### config.mk
export PLATFORM = sky130hd
export DESIGN_NAME = fir_xifu_wb
export DESIGN_NICKNAME = d
export VERILOG_FILES = /design/src/rtl/fir_xifu_wb.sv
export SDC_FILE = /design/constraint.sdc
export NUM_CORES = 1
export LEC_CHECK = 0
export ABC_AREA = 0
export ABC_CLOCK_PERIOD_IN_PS = 2700
export BUFFER_PORTS_ARGS = -buffer_cell sky130_fd_sc_hd__clkbuf_2
export CAP_MARGIN = 20
export CELL_PAD_IN_SITES_DETAIL_PLACEMENT = 1
export CELL_PAD_IN_SITES_GLOBAL_PLACEMENT = 1
export CORE_ASPECT_RATIO = 1.2
export CORE_UTILIZATION = 35
export DETAILED_ROUTE_END_ITERATION = 6
export PLACE_DENSITY_LB_ADDON = 0.3
export SLEW_MARGIN = 20
export SYNTH_ARGS = -nofsm -noshare
export SYNTH_HDL_FRONTEND = slang
export SYNTH_SLANG_ARGS = --single-unit
### constraint.sdc
create_clock -name clk_i -period 2.7 [get_ports clk_i]
set_input_delay 0.135 -clock clk_i [delete_from_list [all_inputs] [get_ports clk_i]]
set_output_delay 0.135 -clock clk_i [all_outputs]
set_load 0.02 [all_outputs]
### src/rtl/fir_xifu_wb.sv
// Writeback/retire stage of the FIR XIFU coprocessor.
// Holds EX/WB entries in a small in-order retire buffer, pairs XFIRLW
// entries with their in-order memory results, and retires each entry by
// writing the XIFU register file and returning a result to the core.
//
// Handshakes: the result channel uses valid/ready. Once result_valid_o is
// high it holds the same id/rd/we/data until result_ready_i is sampled
// high, and the head pops on that edge. The EX side has no valid signal of
// its own: an entry is offered whenever ex_instr_i != NONE and is taken
// only while ex_ready_o is high. ex_ready_o depends on registered state
// only.
module fir_xifu_wb #(
  parameter int ID_WIDTH = 4,
  parameter int DEPTH    = 2,
  parameter int NREGS    = 4
) (
  input  logic                     clk_i,
  input  logic                     rst_ni,
  input  logic                     clear_i,
  input  logic [1:0]               ex_instr_i,
  input  logic [ID_WIDTH-1:0]      ex_id_i,
  input  logic [$clog2(NREGS)-1:0] ex_rd_i,
  input  logic [4:0]               ex_rs1_i,
  input  logic [31:0]              ex_result_i,
  output logic                     ex_ready_o,
  input  logic                     mem_result_valid_i,
  input  logic [31:0]              mem_rdata_i,
  output logic                     result_valid_o,
  input  logic                     result_ready_i,
  output logic [ID_WIDTH-1:0]      result_id_o,
  output logic [4:0]               result_rd_o,
  output logic                     result_we_o,
  output logic [31:0]              result_data_o,
  output logic                     rf_we_o,
  output logic [$clog2(NREGS)-1:0] rf_waddr_o,
  output logic [31:0]              rf_wdata_o,
  output logic                     err_o
);

  localparam int RW = $clog2(NREGS);
  localparam int PW = $clog2(DEPTH);
  localparam int CW = $clog2(DEPTH + 1);

  typedef enum logic [1:0] {
    I_NONE = 2'd0,
    I_LW   = 2'd1,
    I_SW   = 2'd2,
    I_DOTP = 2'd3
  } instr_e;

  // Retire buffer storage
  logic [1:0]          instr_q [DEPTH];
  logic [ID_WIDTH-1:0] id_q    [DEPTH];
  logic [RW-1:0]       rd_q    [DEPTH];
  logic [4:0]          rs1_q   [DEPTH];
  logic [31:0]         res_q   [DEPTH];
  logic [31:0]         rdata_q [DEPTH];
  logic [DEPTH-1:0]    valid_q;
  logic [DEPTH-1:0]    done_q;

  logic [PW-1:0] head_q;
  logic [PW-1:0] tail_q;
  logic [CW-1:0] count_q;
  logic          err_q;

  logic          full;
  logic          enq;
  logic          enq_drop;
  logic          head_valid;
  logic          head_done;
  logic [1:0]    head_instr;
  logic          pop;
  logic          fill_hit;
  logic [PW-1:0] fill_idx;
  logic [PW-1:0] scan_idx;
  logic          fill_new;
  logic          mem_err;

  assign full       = (count_q == CW'(DEPTH));
  assign ex_ready_o = !full;
  assign enq        = (ex_instr_i != I_NONE) && !full && !clear_i;
  assign enq_drop   = (ex_instr_i != I_NONE) && full && !clear_i;

  assign head_valid = valid_q[head_q];
  assign head_done  = done_q[head_q];
  assign head_instr = instr_q[head_q];

  // The head can retire when its data is complete or is arriving right now
  assign result_valid_o = head_valid && (head_done || mem_result_valid_i) && !clear_i;
  assign pop            = result_valid_o && result_ready_i;
  assign err_o          = err_q;

  // Locate the oldest stored LW still waiting for its memory result
  always_comb begin
    fill_hit = 1'b0;
    fill_idx = '0;
    scan_idx = '0;
    for (int i = 0; i < DEPTH; i++) begin
      scan_idx = head_q + PW'(i);
      if (!fill_hit && valid_q[scan_idx] && (instr_q[scan_idx] == I_LW) &&
          !done_q[scan_idx]) begin
        fill_hit = 1'b1;
        fill_idx = scan_idx;
      end
    end
  end

  // With no stored LW pending, the result may belong to the LW entering now
  assign fill_new = mem_result_valid_i && !fill_hit && enq && (ex_instr_i == I_LW);
  assign mem_err  = mem_result_valid_i && !fill_hit && !fill_new && !clear_i;

  // Result channel fields and register-file write, driven from the head
  always_comb begin
    result_id_o   = '0;
    result_rd_o   = '0;
    result_we_o   = 1'b0;
    result_data_o = '0;
    rf_we_o       = 1'b0;
    rf_waddr_o    = '0;
    rf_wdata_o    = '0;
    if (result_valid_o) begin
      result_id_o = id_q[head_q];
      if (head_instr != I_DOTP) begin
        result_we_o   = 1'b1;
        result_rd_o   = rs1_q[head_q];
        result_data_o = res_q[head_q];
      end
    end
    if (pop && (head_instr != I_SW)) begin
      rf_we_o    = 1'b1;
      rf_waddr_o = rd_q[head_q];
      if (head_instr == I_LW) begin
        rf_wdata_o = head_done ? rdata_q[head_q] : mem_rdata_i;
      end else begin
        rf_wdata_o = res_q[head_q];
      end
    end
  end

  // Buffer state: enqueue at tail, memory fill, pop at head, sticky error
  always_ff @(posedge clk_i or negedge rst_ni) begin
    if (!rst_ni) begin
      for (int i = 0; i < DEPTH; i++) begin
        instr_q[i] <= '0;
        id_q[i]    <= '0;
        rd_q[i]    <= '0;
        rs1_q[i]   <= '0;
        res_q[i]   <= '0;
        rdata_q[i] <= '0;
      end
      valid_q <= '0;
      done_q  <= '0;
      head_q  <= '0;
      tail_q  <= '0;
      count_q <= '0;
      err_q   <= 1'b0;
    end else if (clear_i) begin
      valid_q <= '0;
      done_q  <= '0;
      head_q  <= '0;
      tail_q  <= '0;
      count_q <= '0;
      err_q   <= 1'b0;
    end else begin
      if (enq) begin
        instr_q[tail_q] <= ex_instr_i;
        id_q[tail_q]    <= ex_id_i;
        rd_q[tail_q]    <= ex_rd_i;
        rs1_q[tail_q]   <= ex_rs1_i;
        res_q[tail_q]   <= ex_result_i;
        rdata_q[tail_q] <= fill_new ? mem_rdata_i : 32'd0;
        valid_q[tail_q] <= 1'b1;
        done_q[tail_q]  <= (ex_instr_i != I_LW) || fill_new;
        tail_q          <= tail_q + PW'(1);
      end
      if (mem_result_valid_i && fill_hit) begin
        rdata_q[fill_idx] <= mem_rdata_i;
        done_q[fill_idx]  <= 1'b1;
      end
      if (pop) begin
        valid_q[head_q] <= 1'b0;
        head_q          <= head_q + PW'(1);
      end
      case ({enq, pop})
        2'b10:   count_q <= count_q + CW'(1);
        2'b01:   count_q <= count_q - CW'(1);
        default: count_q <= count_q;
      endcase
      if (enq_drop || mem_err) begin
        err_q <= 1'b1;
      end
    end
  end

endmodule

After elaboration in Yosys (flattened, before gate mapping)

Index checks and enable logic that the tools add are counted.

$add $sub $neg: 4
Order comparisons: 13
Eq/ne operators: 9
Muxes and demuxes: 89
Bitwise operators: 9
Reduce and logical (&&, ||, !) cells: 40

Operator list:

| cell                 | number |
|---|---|
| $mux W32             | 14 |
| $bwmux W64           | 3 |
| $mux W64             | 3 |
| $demux W32 S1        | 2 |
| $mux W2              | 20 |
| $mux W5              | 6 |
| $logic_and A1 B1 Y1  | 24 |
| $mux W1              | 24 |
| $mux W4              | 5 |
| $bwmux W10           | 1 |
| $bwmux W4            | 2 |
| $bwmux W8            | 1 |
| $eq A2 B1 Y1 const B | 4 |
| $ge A2 B2 Y1 const B | 4 |
| $lt A1 B2 Y1 const B | 4 |
| $not A1 Y2           | 4 |
| $reduce_bool A2 Y1   | 4 |
| $logic_not A1 Y1     | 7 |
| $demux W5 S1         | 1 |
| $demux W4 S1         | 1 |
| $eq A2 B2 Y1 const B | 2 |
| $lt A2 B1 Y1 const B | 2 |
| $ne A2 B2 Y1 const B | 2 |
| $or A2 B2 Y2         | 2 |
| other kinds (15)     | 22 |

Bits in registers: 163
Input bits: 82
Output and inout bits: 80
Word-level logic and storage cells: 182

Logic depth before layout (Yosys ltp)

Depth in word-level cells: 24
Gate-level depth with buffers: 7

Least setup slack after synthesis

Ideal clock, no wire load.

Path kind: register to output
From: register head_q
To: output port rf_wdata_o[10]
Arrival: 1.978 ns
Required time: 2.565 ns
Slack: 0.587 ns
Cell stages (with the launch flop): 7
Cells stage by stage: dfrtp_1 -> buf_2 -> mux2_2 -> o2111a_1 -> o311ai_1 -> clkbuf_1 -> a211oi_1

Longest elaborated chain between the ends: 8

Ends and longest elaborated chain:

| what                                                             | RTL line | source |
|---|---|---|
| from (decl)                                                      | 61       | `logic [PW-1:0] head_q;` |
| from (signal assigned)                                           | 182      | `head_q <= head_q + PW'(1);` |
| parallel branches: the longest is 7 deep, another holds $mux W32 | --       |  |
| $mux W32 *                                                       | 129      | `if (pop && (head_instr != I_SW)) begin` |
| to (decl)                                                        | 36       | `output logic [31:0] rf_wdata_o,` |

Every way passes the cells marked *. The select of a mux whose other input is x is not followed.

Worst setup path in the final report

From: register head_q
To: output port rf_wdata_o[6]

Same word-level chain as after synthesis.

==> impl_metrics.toml <==
[clock_tree]
cts_made_buffers = 17
cts_tree = "done"
cts_root_buffer = "clkbuf_16"
clk_pin_slew_worst_paths_ns = 0.07
cts_sinks = 163
clk_latency_ns = 0.43
htree_levels = 4
cts_buffer_depth = 2

[power]
power_uw = 8299
p_leak_uw = 0.004690
p_per_area_mw_per_mm2 = 774.9
irDropWorstVdd_uv = 399.5

[synth]
ys_types = 43
async_flop_share = 1.000
syn_area_mm2 = 0.008003
synth.area.top_cells = "dfrtp_1, mux2_2, mux2i_1, a211oi_1, nor2_1"
synth_top_area_frac = 0.5097
yosysSeqAreaShare = 0.5097
yosysWarnings = 0
syn_avg_cell_area_um2 = 11.91
synthCells = 672
synth_fp_nets = 754
ys_ff_latch = 163
synth_flop_cell = "dfrtp_1"
synth_edf_count = 0
yosysTopAreaCell = "dfrtp_1"

[final_layout]
utilization = 0.4771
syn_to_final_growth_pct = 33.82
nets = 981
drive_gt1_frac = 0.4022
fillers = 2397
instances_no_fill = 1189
diodes = 0
final_area_mm2 = 0.01071

[placement]
port_buffers = 161
place.gp.congestion = 0.8070
placed_cells = 1081
dpl.hpwl_um = 15980
dpl_cell_area_mm2 = 0.009263

[sta]
post-route-period-util = 0.9680
relSlewSlack = 0.5667
slew_viol_final = 0
fmaxAchievable_ghz = 0.3826
final.setup.tns_ns = 0
setup_violations = 0
final_hold_viol_count = 0
max_slew.worst_pin.slew_ns = 0.6487
finalCriticalPeriod_ns = 2.614
finClkSkew_ns = 0.008828

[worst_setup_path]
cp_top_family = "compound AO/OA/AOI/OAI gates"
cp-end-kind = "output pin"
arrival_ns = 2.48
slowest_stage = "dfrtp_4"
cp.depth = 6
critPathMaxFanout = 15
cp-start-kind = "register"
crit_buf_inv = 2
rr_worst_depth = 5
cp.required_ns = 2.57
critPathMaxStageDelay_ns = 0.56
crit_type = "register to output pin"
crit_path_cell_trace = "mux2_2 -> o2111a_1 -> o311ai_4 -> buf_4 -> a211oi_1 -> clkbuf_2"

[detailed_routing]
drtAntennaViolNets = 0
drt_iter0_drc = 299
wire_per_inst_um = 20.83
vias = 6372
routed_wl_um = 24760
route.detailed.drc = 0
first_pass_iters = 5
vias_per_cell = 5.359

[global_routing]
grt_util_met2 = 0.3530
first_global_vias = 6721
grt_first_pass_wirelength_um = 39190
grtUsageTotal = 0.2187
grt_max_degree = 57
met1_usage = 0.2996
grt_overflow = 0
antenna_found_initial = 0
gr-max-usage-layer = "met2"
grt_use_met3 = 0.03746

[floorplan]
rows = 60
pin_count = 162
fp.dieH_um = 167.6
dieArea_mm2 = 0.02348
core_area_mm2 = 0.02245
start_util = 0.3565
die_w_um = 140.0

[job]
maxCapViolCount = 0

[worst_hold_path]
holdCritPathClass = "input port to register"
hold_depth = 2

[status]
status = "complete, no violations"
-- synthesized netlist by cell type, types with 2 or more instances --
cell type,instances
o21ai_0,3
nand2_1,6
a21oi_1,19
buf_6,4
a22o_1,34
nor4b_1,2
nand4bb_1,2
nor2b_1,2
clkbuf_1,30
mux2i_1,77
buf_1,4
a211oi_1,47
nor3_1,2
o211ai_1,2
mux2_2,90
nor3b_1,3
a211o_1,10
inv_1,7
nand2b_1,11
buf_2,17
o21a_1,3
nand3_1,2
nor2_1,83
dfrtp_1,163
a22o_2,31
-- sequential cells by signal, summed over array words and instances, names as in the netlist --
signal	cells
err_o	1
rdata_q	64
count_q	2
rs1_q	10
valid_q	2
tail_q	1
instr_q	4
id_q	8
res_q	64
head_q	1
rd_q	4
done_q	2
-- per-stage QoR --
step	hold slack (ns)	setup WS, ns
2_1_floorplan	-0.1606	0.5865
3_3_place_gp	0.1406	0.4010
3_5_place_dp	0.1357	0.3298
4_1_cts	0.00009592	-0.03682
5_1_grt	0.01002	-0.002173
6_report	0.005992	0.08646
-- logic make-up after synthesis --
logic type,Yosys count,synth area share
AO/OA/AOI/OAI,158,0.1614
XOR/XNOR,1,0.001095
multiplexers,167,0.2230
buffers and inverters,63,0.03596
AND/OR/NAND/NOR,120,0.06895
flip-flops,163,0.5097
-- cell type report --
type                       instances  area [um^2]  area share
tap                              279        349.1     0.03260
inverter                           8        30.03    0.002804
sequential                       163         4083      0.3812
multi-input combinational        447         3765      0.3516
timing repair buffer             262         1906      0.1779
clock inverter                    13        151.4     0.01414
clock buffer                      17        425.4     0.03972
-- final timing paths --
| kind | startpoint | endpoint | slack, ns |
|---|---|---|---|
| setup / recovery | head_q | rf_wdata_o[6] | 0.09 |
| max in group asynchronous | rst_ni | head_q | 1.56 |
| setup reg to reg | instr_q[0] | rdata_q[58] | 0.39 |
| min in group asynchronous | rst_ni | rdata_q[46] | 0.21 |
| hold reg to reg | rdata_q[23] | rdata_q[23] | 0.50 |
| hold / removal | mem_rdata_i[1] | rdata_q[33] | 0.006 |
-- layer usage --
layer | part of all wire | vias up
met4 | 0.018 | 0
met1 | 0.47 | 3258
met5 | 0 | -
met2 | 0.48 | 148
li1 | - | 2936
met3 | 0.034 | 30
-- power breakdown --
part | internal (uW) | switching [uW] | total (uW)
Sequential | 3110 | 403 | 3510
Combinational | 1140 | 1210 | 2350
Clock | 1370 | 1060 | 2430
-- layout by cell type (no fill, tap or decap), drive strengths merged, types with 12 or more instances in the layout --
cell,count
a211oi,47
a21oi,19
a22o,65
buf,32
clkbuf,178
dfrtp,163
dlygate4sd3,69
inv,12
mux2,90
mux2i,77
nor2,83
-- what timing repair did --
action / CTS / global route
setup buffers: 4 / 3
endpoints found under the hold margin: 182 / 0
cloned: 1 / 1
hold buffers: 69 / 0
setup endpoints to repair: 43 / 27
pin swaps: 2 / 0
gates resized for setup: 4 / 7
Note: power is estimated with default switching activity, not from simulation.
